### src/rtl/aes_core_arbiter_if.sv
// Requester-side bundle of aes_core_arbiter: per-requester job request channel
// plus the shared response channel with per-requester valid/ready.
interface aes_core_arbiter_if #(
    parameter int N_REQ = 2
);
    logic [N_REQ-1:0]     req_valid;
    logic [N_REQ-1:0]     req_ready;
    logic [N_REQ*128-1:0] req_key;
    logic [N_REQ*128-1:0] req_plaintext;
    logic [N_REQ-1:0]     resp_valid;
    logic [N_REQ-1:0]     resp_ready;
    logic [127:0]         resp_data;
    logic                 resp_err;

    modport master (
        output req_valid, req_key, req_plaintext, resp_ready,
        input  req_ready, resp_valid, resp_data, resp_err
    );

    modport slave (
        input  req_valid, req_key, req_plaintext, resp_ready,
        output req_ready, resp_valid, resp_data, resp_err
    );
endinterface

### src/rtl/aes_core_arbiter.sv
// Round-robin sharing of one aes_core between N_REQ requesters: accepts a job,
// drives the core load/done sequence, and returns the cyphertext to its owner.
module aes_core_arbiter #(
    parameter int N_REQ       = 2,
    parameter int LOAD_CYCLES = 2,
    parameter int TIMEOUT     = 63
) (
    input  logic                       clk,
    input  logic                       reset_n,
    aes_core_arbiter_if.slave          req_if,
    output logic                       core_load,
    output logic [127:0]               core_key,
    output logic [127:0]               core_plaintext,
    input  logic                       core_done,
    input  logic [127:0]               core_cyphertext,
    output logic                       busy,
    output logic [$clog2(N_REQ)-1:0]   grant_id,
    output logic [1:0]                 dbg_state
);

    localparam int ID_W = $clog2(N_REQ);
    localparam int LC_W = $clog2(LOAD_CYCLES + 1);
    localparam int RC_W = $clog2(TIMEOUT + 1);

    typedef enum logic [1:0] {
        S_IDLE = 2'd0,
        S_LOAD = 2'd1,
        S_RUN  = 2'd2,
        S_RESP = 2'd3
    } state_t;

    state_t          state_q, state_d;
    logic [ID_W-1:0] rr_ptr_q, rr_ptr_d;
    logic [ID_W-1:0] grant_id_q, grant_id_d;
    logic [LC_W-1:0] load_cnt_q, load_cnt_d;
    logic [RC_W-1:0] run_cnt_q, run_cnt_d;
    logic            core_load_q, core_load_d;
    logic [127:0]    core_key_q, core_key_d;
    logic [127:0]    core_plaintext_q, core_plaintext_d;
    logic [127:0]    resp_data_q, resp_data_d;
    logic            resp_err_q, resp_err_d;

    logic            pick_found;
    logic [ID_W-1:0] pick_idx;
    logic [ID_W-1:0] cand;
    logic [N_REQ-1:0] req_ready;
    logic [N_REQ-1:0] resp_valid;

    // Search from rr_ptr upward with wrap; iterating backwards lets the
    // closest candidate to rr_ptr overwrite the farther ones.
    always_comb begin
        pick_found = 1'b0;
        pick_idx   = '0;
        cand       = '0;
        for (int k = N_REQ - 1; k >= 0; k--) begin
            cand = ID_W'((int'(rr_ptr_q) + k) % N_REQ);
            if (req_if.req_valid[cand]) begin
                pick_found = 1'b1;
                pick_idx   = cand;
            end
        end
    end

    // Handshakes: a transfer happens on the rising clk edge where valid and
    // ready of the same requester are both high. A requester may withdraw
    // req_valid before that edge; resp_valid/resp_data/resp_err stay put
    // until the owner's resp_ready completes the transfer.
    always_comb begin
        state_d          = state_q;
        rr_ptr_d         = rr_ptr_q;
        grant_id_d       = grant_id_q;
        load_cnt_d       = load_cnt_q;
        run_cnt_d        = run_cnt_q;
        core_load_d      = core_load_q;
        core_key_d       = core_key_q;
        core_plaintext_d = core_plaintext_q;
        resp_data_d      = resp_data_q;
        resp_err_d       = resp_err_q;
        req_ready        = '0;
        resp_valid       = '0;

        case (state_q)
            S_IDLE: begin
                if (pick_found && reset_n) begin
                    req_ready[pick_idx] = 1'b1;
                    core_key_d          = req_if.req_key[int'(pick_idx)*128 +: 128];
                    core_plaintext_d    = req_if.req_plaintext[int'(pick_idx)*128 +: 128];
                    grant_id_d          = pick_idx;
                    core_load_d         = 1'b1;
                    load_cnt_d          = '0;
                    state_d             = S_LOAD;
                end
            end

            S_LOAD: begin
                if (load_cnt_q == LC_W'(LOAD_CYCLES - 1)) begin
                    core_load_d = 1'b0;
                    run_cnt_d   = '0;
                    state_d     = S_RUN;
                end else begin
                    load_cnt_d = load_cnt_q + 1'b1;
                end
            end

            S_RUN: begin
                // The first RUN cycle ignores done: it may still be high from the last job.
                if (run_cnt_q != '0 && core_done) begin
                    resp_data_d = core_cyphertext;
                    resp_err_d  = 1'b0;
                    state_d     = S_RESP;
                end else if (run_cnt_q == RC_W'(TIMEOUT - 1)) begin
                    resp_data_d = '0;
                    resp_err_d  = 1'b1;
                    state_d     = S_RESP;
                end else begin
                    run_cnt_d = run_cnt_q + 1'b1;
                end
            end

            S_RESP: begin
                resp_valid[grant_id_q] = 1'b1;
                if (req_if.resp_ready[grant_id_q]) begin
                    rr_ptr_d = (grant_id_q == ID_W'(N_REQ - 1)) ? '0 : grant_id_q + 1'b1;
                    state_d  = S_IDLE;
                end
            end

            default: state_d = S_IDLE;
        endcase
    end

    always_ff @(posedge clk or negedge reset_n) begin
        if (!reset_n) begin
            state_q          <= S_IDLE;
            rr_ptr_q         <= '0;
            grant_id_q       <= '0;
            load_cnt_q       <= '0;
            run_cnt_q        <= '0;
            core_load_q      <= 1'b0;
            core_key_q       <= '0;
            core_plaintext_q <= '0;
            resp_data_q      <= '0;
            resp_err_q       <= 1'b0;
        end else begin
            state_q          <= state_d;
            rr_ptr_q         <= rr_ptr_d;
            grant_id_q       <= grant_id_d;
            load_cnt_q       <= load_cnt_d;
            run_cnt_q        <= run_cnt_d;
            core_load_q      <= core_load_d;
            core_key_q       <= core_key_d;
            core_plaintext_q <= core_plaintext_d;
            resp_data_q      <= resp_data_d;
            resp_err_q       <= resp_err_d;
        end
    end

    assign req_if.req_ready  = req_ready;
    assign req_if.resp_valid = resp_valid;
    assign req_if.resp_data  = resp_data_q;
    assign req_if.resp_err   = resp_err_q;
    assign core_load         = core_load_q;
    assign core_key          = core_key_q;
    assign core_plaintext    = core_plaintext_q;
    assign busy              = (state_q != S_IDLE);
    assign grant_id          = grant_id_q;
    assign dbg_state         = state_q;

endmodule

### src/flat_wrapper.sv
// flat-port wrapper written by rule: the top's interface ports become plain ports
module aes_core_arbiter_flat 
#(
    parameter int N_REQ       = 2,
    parameter int LOAD_CYCLES = 2,
    parameter int TIMEOUT     = 63
)
  (clk, reset_n, core_load, core_key, core_plaintext, core_done, core_cyphertext, busy, grant_id, dbg_state, req_if_req_valid, req_if_req_key, req_if_req_plaintext, req_if_resp_ready, req_if_req_ready, req_if_resp_valid, req_if_resp_data, req_if_resp_err);
  aes_core_arbiter_if #(.N_REQ(N_REQ)) req_if_i ();
  input  logic clk;
  input  logic reset_n;
  output logic core_load;
  output logic [127:0] core_key;
  output logic [127:0] core_plaintext;
  input  logic core_done;
  input  logic [127:0] core_cyphertext;
  output logic busy;
  output logic [$clog2(N_REQ)-1:0] grant_id;
  output logic [1:0] dbg_state;
  input wire logic [$bits(req_if_i.req_valid)-1:0] req_if_req_valid;
  input wire logic [$bits(req_if_i.req_key)-1:0] req_if_req_key;
  input wire logic [$bits(req_if_i.req_plaintext)-1:0] req_if_req_plaintext;
  input wire logic [$bits(req_if_i.resp_ready)-1:0] req_if_resp_ready;
  output wire logic [$bits(req_if_i.req_ready)-1:0] req_if_req_ready;
  output wire logic [$bits(req_if_i.resp_valid)-1:0] req_if_resp_valid;
  output wire logic [$bits(req_if_i.resp_data)-1:0] req_if_resp_data;
  output wire logic [$bits(req_if_i.resp_err)-1:0] req_if_resp_err;
  assign req_if_i.req_valid = req_if_req_valid;
  assign req_if_i.req_key = req_if_req_key;
  assign req_if_i.req_plaintext = req_if_req_plaintext;
  assign req_if_i.resp_ready = req_if_resp_ready;
  assign req_if_req_ready = req_if_i.req_ready;
  assign req_if_resp_valid = req_if_i.resp_valid;
  assign req_if_resp_data = req_if_i.resp_data;
  assign req_if_resp_err = req_if_i.resp_err;
  aes_core_arbiter #(.N_REQ(N_REQ), .LOAD_CYCLES(LOAD_CYCLES), .TIMEOUT(TIMEOUT)) u_core (.clk(clk), .reset_n(reset_n), .req_if(req_if_i), .core_load(core_load), .core_key(core_key), .core_plaintext(core_plaintext), .core_done(core_done), .core_cyphertext(core_cyphertext), .busy(busy), .grant_id(grant_id), .dbg_state(dbg_state));
endmodule
### config.mk
export PLATFORM = sky130hd
export DESIGN_NAME = aes_core_arbiter_flat
export DESIGN_NICKNAME = d
export VERILOG_FILES = /design/src/rtl/aes_core_arbiter_if.sv /design/src/rtl/aes_core_arbiter.sv /design/src/flat_wrapper.sv
export SDC_FILE = /design/constraint.sdc
export NUM_CORES = 1
export LEC_CHECK = 0
export BUFFER_PORTS_ARGS = -buffer_cell sky130_fd_sc_hd__buf_2
export CAP_MARGIN = 20
export CORE_AREA = 2 2 408 410
export CTS_CLUSTER_SIZE = 20
export DETAILED_ROUTE_END_ITERATION = 8
export DIE_AREA = 0 0 410 412
export GPL_TIMING_DRIVEN = 0
export MAX_ROUTING_LAYER = met4
export PLACE_DENSITY = 0.3
export SLEW_MARGIN = 20
export SYNTH_ARGS = -nofsm -noshare
export SYNTH_HDL_FRONTEND = slang
export SYNTH_SLANG_ARGS = --single-unit
### constraint.sdc
create_clock -name clk -period 2.65 [get_ports clk]
set_input_delay 0.265 -clock clk [delete_from_list [all_inputs] [get_ports clk]]
set_output_delay 0.265 -clock clk [all_outputs]
set_load 0.01 [all_outputs]
==> results.ini <==
[run_status]
outcome = completed

[final_layout]
syn2layout_area_growth_pct = 108
final_cell_count_no_fill = 5280
utilization_pct = 19.8
nNetsFinal = 3656
drive_gt1_share_pct = 40.0
final.fill_count = 18200

[sta]
rsz0062_at_grt = no
fin_crit_sh_pct = 93.0
layout_min_cycle_time_ps = 2460
slew_headroom_pct = 47.3
tightest_slew_ps = 790
setup_viol = 0
skew_ps = 30.2
fin_setup_tns_ps = 0
finalMaxSlewViolations = 0
hold_viol = 0
fmax_mhz = 406

[floorplanning]
die_area_sq_mm = 0.169
die_w_microns = 410
ioPinCount = 1041
floorplan.rows = 149
initial_core_util_pct = 9.56
coreArea_sq_mm = 0.164
die_h_microns = 412

[detailed_routing]
ant_nets = 0
drt_iter0_drc = 1917
drc = 0
route.vias.total = 18700
wire_per_inst_microns = 22.1
drtPass1Iterations = 9
routed_wl_microns = 117000
via_per_inst = 3.54

[min_path]
hold_path_class = primary input to asynchronous set/reset pin

[synthesis]
syn_nets = 1894
ys_ff_latch = 398
syn-cell-area_sq_mm = 0.0157
synthTopCellsByCount = dfrtp_1, inv_1, a222oi_1
synth_compound_area_share_pct = 24.9
yosys.area_share.simple_pct = 1.01
synth-adder-area-share_pct = 0.638
synth.most_common_cell = dfrtp_1
synth_edf_count = 0
synthMuxAreaShare_pct = 0.263
async_flop_share_pct = 100
synth.distinct_cells = 36
synthXorXnorAreaFrac_pct = 0
ys_dominant_reg_cell = dfrtp_1
synth.area.top_cells = dfrtp_1, a222oi_1, a22o_1
netlist_instances = 1239
syn-mean-instance-area_sq_um = 12.7
yosysTopAreaCell = dfrtp_1
yosys_warnings = 0
synth.top_cell.area_share_pct = 63.4
ys_seq_area_share_pct = 63.4
synth_top_family_by_area = compound AO/OA/AOI/OAI gates

[critical_path]
critical_path_class = register to register
r2r-start = u_core.run_cnt_q[0]
reg2reg_depth = 7
worst-path-max-fanout = 10
cp_data_arrival_time_ps = 3000
worstReg2RegEnd = u_core.req_if.resp_data[108]
reg2reg_slack_ps = 190
cp-end-kind = register
startpoint_type = register
required_ps = 3180

[clocking]
clk_pin_slew_ps = 60
cts_made_buffers = 55
clock_latency_ps = 660
cts.sinks = 398
clock_path_buffers = 3
cts_tree = built
cts_max_level = 2
cts_root_buf = clkbuf_16

[pwr]
peakVddDrop_mv = 0.501
switching_share_pct = 38.7
comb_power_share_pct = 40.4
power_density_mw_per_mm2 = 938
switching_power_mw = 11.8
leakage_nw = 17.1
internal_power_mw = 18.8
clockPowerShare_pct = 25.1
power_mw = 30.6
pwr-share-seq_pct = 34.5

[place]
dp_hpwl_microns = 94000
gp_congestion = 0.815
io_buffer_count = 1040
dp.cells = 4475

[global_routing]
grt_max_degree = 82
overflow = 0
antenna_found_initial = 69
met2_usage_pct = 23.6
grt_pass1_wl_microns = 156000
grt_pass1_vias = 19700
met1_usage_pct = 15.1
grt_usage_pct = 13.5
top_usage_layer = met2
grt_util_met3_pct = 3.46

[job]
maxCapViolations = 0

metal layers:
metal	wire length, microns	up-vias	share of wire [%]
li1	-	8410	-
met1	45500	9206	39
met2	59300	904	51
met3	8360	167	7.2
met4	3480	0	3.0
met5	0	-	0
power by group through the flow:
stage | Clock, mW | Sequential (mW) | Combinational [mW]
final | 7.67 | 10.6 | 12.3
after global routing | 8.25 | 10.9 | 13.5
after CTS | 8.03 | 10.6 | 12.7
after detailed placement | 0 | 10.6 | 11.6
after global placement | 0 | 10.7 | 11.5
after floorplan | 0 | 11.5 | 4.08
final cells by class:
type                    instances  area, sq um  area share, %
well taps                    2189         2740           8.40
multi-input cells             460         4240           13.0
inverters                     266          998           3.06
repair buffers               1706        12100           37.2
clock buffers                  85         1600           4.91
plain buffers                 114          617           1.89
flip-flops and latches        398         9960           30.6
diodes                         46          115          0.353
clock inverters                16          203          0.622
registers in the layout (all words and copies together) (netlist names):
| register | flops |
|---|---|
| u_core.core_key | 128 |
| u_core.core_plaintext | 128 |
| u_core.req_if.resp_data | 128 |
| u_core.run_cnt_q | 6 |
| u_core.dbg_state | 2 |
| u_core.load_cnt_q | 2 |
| u_core.core_load | 1 |
| u_core.grant_id | 1 |
| u_core.req_if.resp_err | 1 |
| u_core.rr_ptr_q | 1 |
stage by stage:
| stage | hold slack [ps] | setup slack (ps) | area [sq um] |
|---|---|---|---|
| 3_3_place_gp | 469 | -11100 | 23600 |
| 5_1_grt | 73.4 | 20.0 | 32600 |
| 3_5_place_dp | 151 | -1130 | 23800 |
| 2_1_floorplan | -30.6 | 587 | 15700 |
| 4_1_cts | 31.5 | 4.60 | 32500 |
| 6_report | 90.0 | 185 | 32600 |
how the worst max path moves through the flow:
| stage | start | cells after the start | slack [ps] | to |
|---|---|---|---|---|
| finish | u_core.run_cnt_q[0] | 7 | 190 | u_core.req_if.resp_data[108] |
| global route | u_core.run_cnt_q[0] | 7 | 20 | u_core.req_if.resp_data[108] |
| CTS | u_core.dbg_state[0] | 9 | 5 | u_core.core_key[0] |
| detailed placement | reset_n | 8 | -1130 | u_core.core_key[96] |
| global placement | reset_n | 6 | -11100 | u_core.core_key[90] |
| floorplan | u_core.run_cnt_q[0] | 6 | 590 | u_core.dbg_state[1] |
repair_timing:
item | in CTS | in global routing
endpoints found under the setup margin | 250 | 117
buffers inserted | 6 | 0
hold buffers | 653 | 0
hold endpoints to repair | 548 | 0
gates resized for setup | 40 | 25
critical path: stages (launching register included):
cell	delay [ps]
dfrtp_1	420
inv_1	100
ha_1	140
or4b_4	470
o211a_1	290
clkbuf_2	340
buf_2	320
a22o_1	260
cell usage in the layout, fill, tap and decap left out, types with 7 or more instances in the layout:
master,synthesis,routed
a222oi_1,256,256
a22o_1,131,131
buf_12,0,12
buf_16,0,7
buf_2,15,1059
buf_6,11,11
clkbuf_1,81,62
clkbuf_16,0,56
clkbuf_2,0,27
clkbuf_4,0,7
clkbuf_8,0,11
clkinv_2,0,7
dfrtp_1,398,398
diode_2,0,46
dlygate4sd3_1,0,644
ha_1,8,7
inv_1,266,265
nand2_1,12,12
o21ai_0,8,8
kinds of logic (layout without fill, tap and decap cells):
family                   count (synthesis)  count (layout)
AO/OA/AOI/OAI                          417             417
flip-flops                             398             398
buffers and inverters                  381            2187
AND/OR/NAND/NOR                         31              31
adder cells (fa/ha/maj)                  8               8
multiplexers                             4               4
other                                    0              46
Note: power is estimated with default switching activity, not from simulation.
